`src/rtl/mux93_arb_pkg.sv`:
```
// Shared types, sizes and helpers for the 9-source round-robin arbiter
// that drives the one-hot select of the 24-bit pixel selector.
package mux93_arb_pkg;

   localparam int N_SRC = 9;
   localparam int ID_W  = 4;

   typedef enum logic {
      IDLE  = 1'b0,
      GRANT = 1'b1
   } arb_state_t;

   // Out-of-range indices map to all-zero so the selector can never see a stray bit.
   function automatic logic [N_SRC-1:0] idx_to_onehot(input logic [ID_W-1:0] idx);
      logic [N_SRC-1:0] oh;
      oh = '0;
      if (idx < ID_W'(N_SRC)) begin
         oh[idx] = 1'b1;
      end else begin
         oh = '0;
      end
      return oh;
   endfunction

endpackage

```
`src/rtl/rr_pick9.sv`:
```
// Combinational round-robin picker: finds the first set bit of req & ~mask
// at or after ptr, wrapping from source 8 back to source 0.
module rr_pick9
   import mux93_arb_pkg::*;
(
   input  logic [N_SRC-1:0] req,
   input  logic [N_SRC-1:0] mask,
   input  logic [ID_W-1:0]  ptr,
   output logic             found,
   output logic [ID_W-1:0]  idx
);

   localparam int PW = ID_W + 1;

   logic [N_SRC-1:0] cand;
   logic [ID_W-1:0]  start;
   logic [PW-1:0]    sum;
   logic [PW-1:0]    pos;
   logic             hit;

   assign cand  = req & ~mask;
   assign start = (ptr < ID_W'(N_SRC)) ? ptr : '0;

   // Walk from the farthest position back to start so the nearest candidate is kept last.
   always_comb begin
      found = 1'b0;
      idx   = '0;
      sum   = '0;
      pos   = '0;
      hit   = 1'b0;
      for (int k = N_SRC - 1; k >= 0; k--) begin
         sum   = {1'b0, start} + PW'(k);
         pos   = (sum >= PW'(N_SRC)) ? (sum - PW'(N_SRC)) : sum;
         hit   = cand[pos[ID_W-1:0]];
         found = found | hit;
         idx   = hit ? pos[ID_W-1:0] : idx;
      end
   end

endmodule

```
`src/rtl/mux93_arbiter.sv`:
```
// Round-robin arbiter and burst sequencer for the 9-way one-hot pixel selector,
// with zero-bubble hand-off between bursts and abort on a dropped request.
module mux93_arbiter
   import mux93_arb_pkg::*;
#(
   parameter int MAX_BEATS = 16
)(
   input  logic             clk,
   input  logic             rst_n,
   input  logic [N_SRC-1:0] req,
   input  logic [N_SRC-1:0] last,
   output logic [N_SRC-1:0] sel,
   output logic [ID_W-1:0]  gnt_id,
   output logic             out_valid,
   input  logic             out_ready,
   output logic [N_SRC-1:0] ack,
   output logic             abort
);

   localparam int               CNT_W     = (MAX_BEATS > 1) ? $clog2(MAX_BEATS) : 1;
   localparam logic [CNT_W-1:0] BEAT_LAST = CNT_W'(MAX_BEATS - 1);

   arb_state_t       state_q;
   logic [N_SRC-1:0] sel_q;
   logic [ID_W-1:0]  gnt_id_q;
   logic [ID_W-1:0]  ptr_q;
   logic [ID_W-1:0]  ptr_d;
   logic [CNT_W-1:0] beat_cnt_q;

   logic             granted;
   logic             cur_req;
   logic             cur_last;
   logic             accept;
   logic             at_max;
   logic             rel_now;
   logic [N_SRC-1:0] pick_mask;
   logic [ID_W-1:0]  pick_ptr;
   logic             pick_found;
   logic [ID_W-1:0]  pick_idx;

   assign sel    = sel_q;
   assign gnt_id = gnt_id_q;

   // Handshake, release decision and picker steering; the picker masks the owner during hand-off.
   always_comb begin
      granted   = (state_q == GRANT);
      cur_req   = req[gnt_id_q];
      cur_last  = last[gnt_id_q];
      out_valid = granted & cur_req;
      accept    = out_valid & out_ready;
      abort     = granted & ~cur_req;
      ack       = accept ? sel_q : '0;
      at_max    = (beat_cnt_q == BEAT_LAST);
      rel_now   = abort | (accept & (cur_last | at_max));
      ptr_d     = (gnt_id_q >= ID_W'(N_SRC - 1)) ? '0 : (gnt_id_q + ID_W'(1));
      pick_mask = granted ? sel_q : '0;
      pick_ptr  = granted ? ptr_d : ptr_q;
   end

   rr_pick9 u_pick (
      .req   (req),
      .mask  (pick_mask),
      .ptr   (pick_ptr),
      .found (pick_found),
      .idx   (pick_idx)
   );

   // Arbitration FSM: load a winner from IDLE, count beats and hand off on release in GRANT.
   always_ff @(posedge clk or negedge rst_n) begin
      if (!rst_n) begin
         state_q    <= IDLE;
         sel_q      <= '0;
         gnt_id_q   <= '0;
         ptr_q      <= '0;
         beat_cnt_q <= '0;
      end else begin
         case (state_q)
            IDLE: begin
               if (pick_found) begin
                  state_q    <= GRANT;
                  sel_q      <= idx_to_onehot(pick_idx);
                  gnt_id_q   <= pick_idx;
                  beat_cnt_q <= '0;
               end
            end
            GRANT: begin
               if (rel_now) begin
                  ptr_q      <= ptr_d;
                  beat_cnt_q <= '0;
                  if (pick_found) begin
                     sel_q    <= idx_to_onehot(pick_idx);
                     gnt_id_q <= pick_idx;
                  end else begin
                     state_q  <= IDLE;
                     sel_q    <= '0;
                     gnt_id_q <= '0;
                  end
               end else if (accept) begin
                  beat_cnt_q <= beat_cnt_q + CNT_W'(1);
               end
            end
            default: begin
               state_q    <= IDLE;
               sel_q      <= '0;
               gnt_id_q   <= '0;
               beat_cnt_q <= '0;
            end
         endcase
      end
   end

endmodule

```
`config.mk`:
```
export PLATFORM = sky130hd
export DESIGN_NAME = mux93_arbiter
export DESIGN_NICKNAME = d
export VERILOG_FILES = /design/src/rtl/mux93_arb_pkg.sv /design/src/rtl/rr_pick9.sv /design/src/rtl/mux93_arbiter.sv
export SDC_FILE = /design/constraint.sdc
export NUM_CORES = 1
export LEC_CHECK = 0
export ABC_AREA = 1
export BUFFER_PORTS_ARGS = -buffer_cell sky130_fd_sc_hd__clkbuf_2
export CORE_ASPECT_RATIO = 0.6
export CORE_MARGIN = 4
export CORE_UTILIZATION = 40
export DETAILED_ROUTE_END_ITERATION = 12
export PLACE_DENSITY_LB_ADDON = 0.2
export SYNTH_ARGS = -nofsm -noshare
export SYNTH_HDL_FRONTEND = slang
export SYNTH_SLANG_ARGS = --single-unit
```
`constraint.sdc`:
```
create_clock -name clk -period 6.3 [get_ports clk]
set_input_delay 1.26 -clock clk [delete_from_list [all_inputs] [get_ports clk]]
set_output_delay 1.26 -clock clk [all_outputs]
set_load 0.01 [all_outputs]
```
==> summary.txt <==
Floorplanning
  – I/O pin cnt: 45
  – Die width: 136 µm
  – Die height: 84.9 µm
  – Die area: 11600 µm²
  – Core ar.: 9390 µm²
  – Initial Util: ~42%
  – FP Rows: 27

Synthesis
  – Top cells by area, synth: nand2_1 (16%), dfrtp_1 (14%), nand3_1 (12%), inv_1 (7.1%), ha_1 (6.7%)
  – Mapped Nets: a little under 700
  – Top cell type's share of synthesized area: 15.8%
  – Cells after Synth: 640
  – Mapped Avg Cell Area: 6.16 µm²
  – Yosys top cell by area: nand2_1
  – Ys Warns: 0
  – Register area share after synthesis: 14.0%
  – Synthesized area: 3950 µm²
  – Yosys cell types: 50
  – Post-synthesis register bit count: 22

STA
  – Period Utilization, post-route: 83.0%
  – Worst slew pin tran: 1010 ps
  – Slew Limit Fails: 0
  – Hold Vio Cnt, Final: 0
  – Final setup violation count: 0
  – Fin Clk Skew: between 7 and 8 ps
  – F_max: 0.191 GHz
  – Total negative slack: 0 ps
  – Slew margin rel.: 32.0%
  – Tmin final: 5230 ps
  – RSZ-0062 raised after global routing: false
  – Worst Hold Slack: just under 500 ps

Global route
  – Largest net degree at the start of global routing: 26
  – First-pass GRT wire length: 22.0 mm
  – GRT overflow: 0
  – Total global-route track usage: 24.1%
  – Vias in the first global route: 4032
  – Antenna violations before repair: 0

Route
  – TritonRoute pass-1 iters: 5
  – Total Routed Length: between 10 and 15 mm
  – Vias per inst: 5.66
  – Drt wl/cell: 17.0 µm
  – DRT iter0 DRCs: 587
  – Drt drc: 0
  – DRT antenna net count: 0
  – Vias: 4583

Cells and area
  – Diodes inserted: 0
  – Nets: 723
  – Final Cell Area: approximately 4400 µm²
  – Most frequent cells in the layout: nand2_1 (166), nand3_1 (92), inv_1 (75), clkbuf_2 (44), nor2_1 (33)
  – Area grow syn2layout: 10.4%
  – Layout cells sized above 1: 21.2%
  – Commonest non-fill, non-tap cell in the layout: nand2_1
  – Post-layout util: 46.4%
  – Fill count: 1037

Worst setup path
  – R2R depth: 22
  – CP endpoint kind: flop
  – Reg2Reg Capture Point: sel[8]$_DFFE_PN0P_
  – R2R Path Start: granted$_DFF_PN0_
  – Crit path required time: 6440 ps
  – Crit start category: flop
  – Critical path class: reg2reg
  – Critical path data arrival time: 5370 ps
  – Crit path max fanout: 25
  – R2r setup slk: about 1100 ps

Placement
  – Cell Area, Placed: roughly 4300 µm²
  – RD Place Congestion: around 1.1
  – Port buffer count: 44
  – Final HPWL DP: 11.1 mm

Outcome
  – Status: complete, no violations

Min path
  – Hold EP: ptr_q[1]$_DFFE_PN0P_
  – Min-delay src: ptr_q[1]$_DFFE_PN0P_
  – Worst Hold Class: reg2reg
  – WHS Path Cells: 2

CTS
  – H-tree levels: 1
  – Hold buffers post-CTS: 0
  – Post-CTS sizing: 0
  – Sink Count: 22
  – CTS tree: yes
  – Clock Tree Root: clkbuf_16
  – Bufs on Longest Clock Path: 2
  – CTS buffer count: 3
  – Clk slew on worst S/H paths: 70 ps
  – Postcts setup bufs: 0
  – Worst skew pair latency: 260 ps

Flow run
  – Max Cap Viol: 0
==> cells by family (layout without fill, tap and decap cells) <==
logic type | count (synthesis) | in the layout | share of synthesized area [%]
flops | 22 | 22 | 14.0
xor+xnor | 9 | 9 | 2.19
simple gates | 373 | 373 | 48.2
fa+ha+maj | 21 | 21 | 6.66
buf+inv | 101 | 141 | 10.7
compound gates | 114 | 114 | 18.2
==> metrics by stage <==
stage,setup WS (ps),instances
2_1_floorplan,2310,640
3_3_place_gp,1280,806
3_5_place_dp,1220,806
4_1_cts,1170,810
5_1_grt,666,810
6_report,1070,810
==> synth_stat cells (all sizes together) <==
cell    count
clkbuf      2
o21ai      60
xnor2       3
a32o        1
o211ai     13
nand3b      7
o21a        3
and2        2
nor4        2
o311ai      1
buf         7
o22ai       3
dfrtp      22
nand3     100
ha         21
xor2        6
a21oi      30
clkinv      1
inv        91
nor3        7
nor2       43
and3        1
a31o        1
nand2     201
or2         2
o221ai      1
a22oi       1
nand4       8
==> worst max-delay path by stage <==
| stage | startpoint | to | slack [ps] |
|---|---|---|---|
| 3_3_place_gp | granted$_DFF_PN0_ | gnt_id[3]$_DFFE_PN0P_ | 1280 |
| 4_1_cts | granted$_DFF_PN0_ | sel[8]$_DFFE_PN0P_ | 1170 |
| 2_1_floorplan | gnt_id[0]$_DFFE_PN0P_ | gnt_id[0]$_DFFE_PN0P_ | 2310 |
| 3_5_place_dp | granted$_DFF_PN0_ | sel[8]$_DFFE_PN0P_ | 1220 |
| 6_report | granted$_DFF_PN0_ | sel[8]$_DFFE_PN0P_ | 1070 |
| 5_1_grt | granted$_DFF_PN0_ | sel[8]$_DFFE_PN0P_ | 670 |
==> worst max-delay path, cell delays in order, from the launching register on <==
cell and delay (ps):
dfrtp_1 710, inv_2 280, nand2_2 160, nand3_4 300
inv_2 500, ha_1 300, inv_1 70, o21ai_0 250
inv_2 110, o21ai_4 240, inv_2 80, o21ai_1 120
a21oi_1 70, o311ai_2 370, nand2_1 240, nor4_2 270
nand3_1 120, nor2_2 150, nand3_2 150, nand2_4 140
nand2_4 140, nand3_1 200, o21ai_1 100
==> routing by layer <==
metal  routed length, µm  vias up  track usage, %
li1                    -     2206               -
met1                6880     2107            39.5
met2                4960      256            30.2
met3                1790       14            7.52
met4                 106        0            2.74
met5                   0        -               0
==> sequential cells by signal, indices dropped and copies added, names as in the netlist <==
register,cells
sel,9
beat_cnt_q,4
gnt_id,4
ptr_q,4
granted,1
==> cell type report <==
type                            instances  area (µm²)  area share, %
Inverter                               92         353           8.10
Tap cell                              130         163           3.74
Multi-Input combinational cell        517        2970           68.2
Sequential cell                        22         551           12.6
Timing Repair Buffer                   45         228           5.23
Clock buffer                            4        88.8           2.04
Power is not shown: default switching activity piles up to over one toggle a cycle in this logic, so the estimate is an artifact.
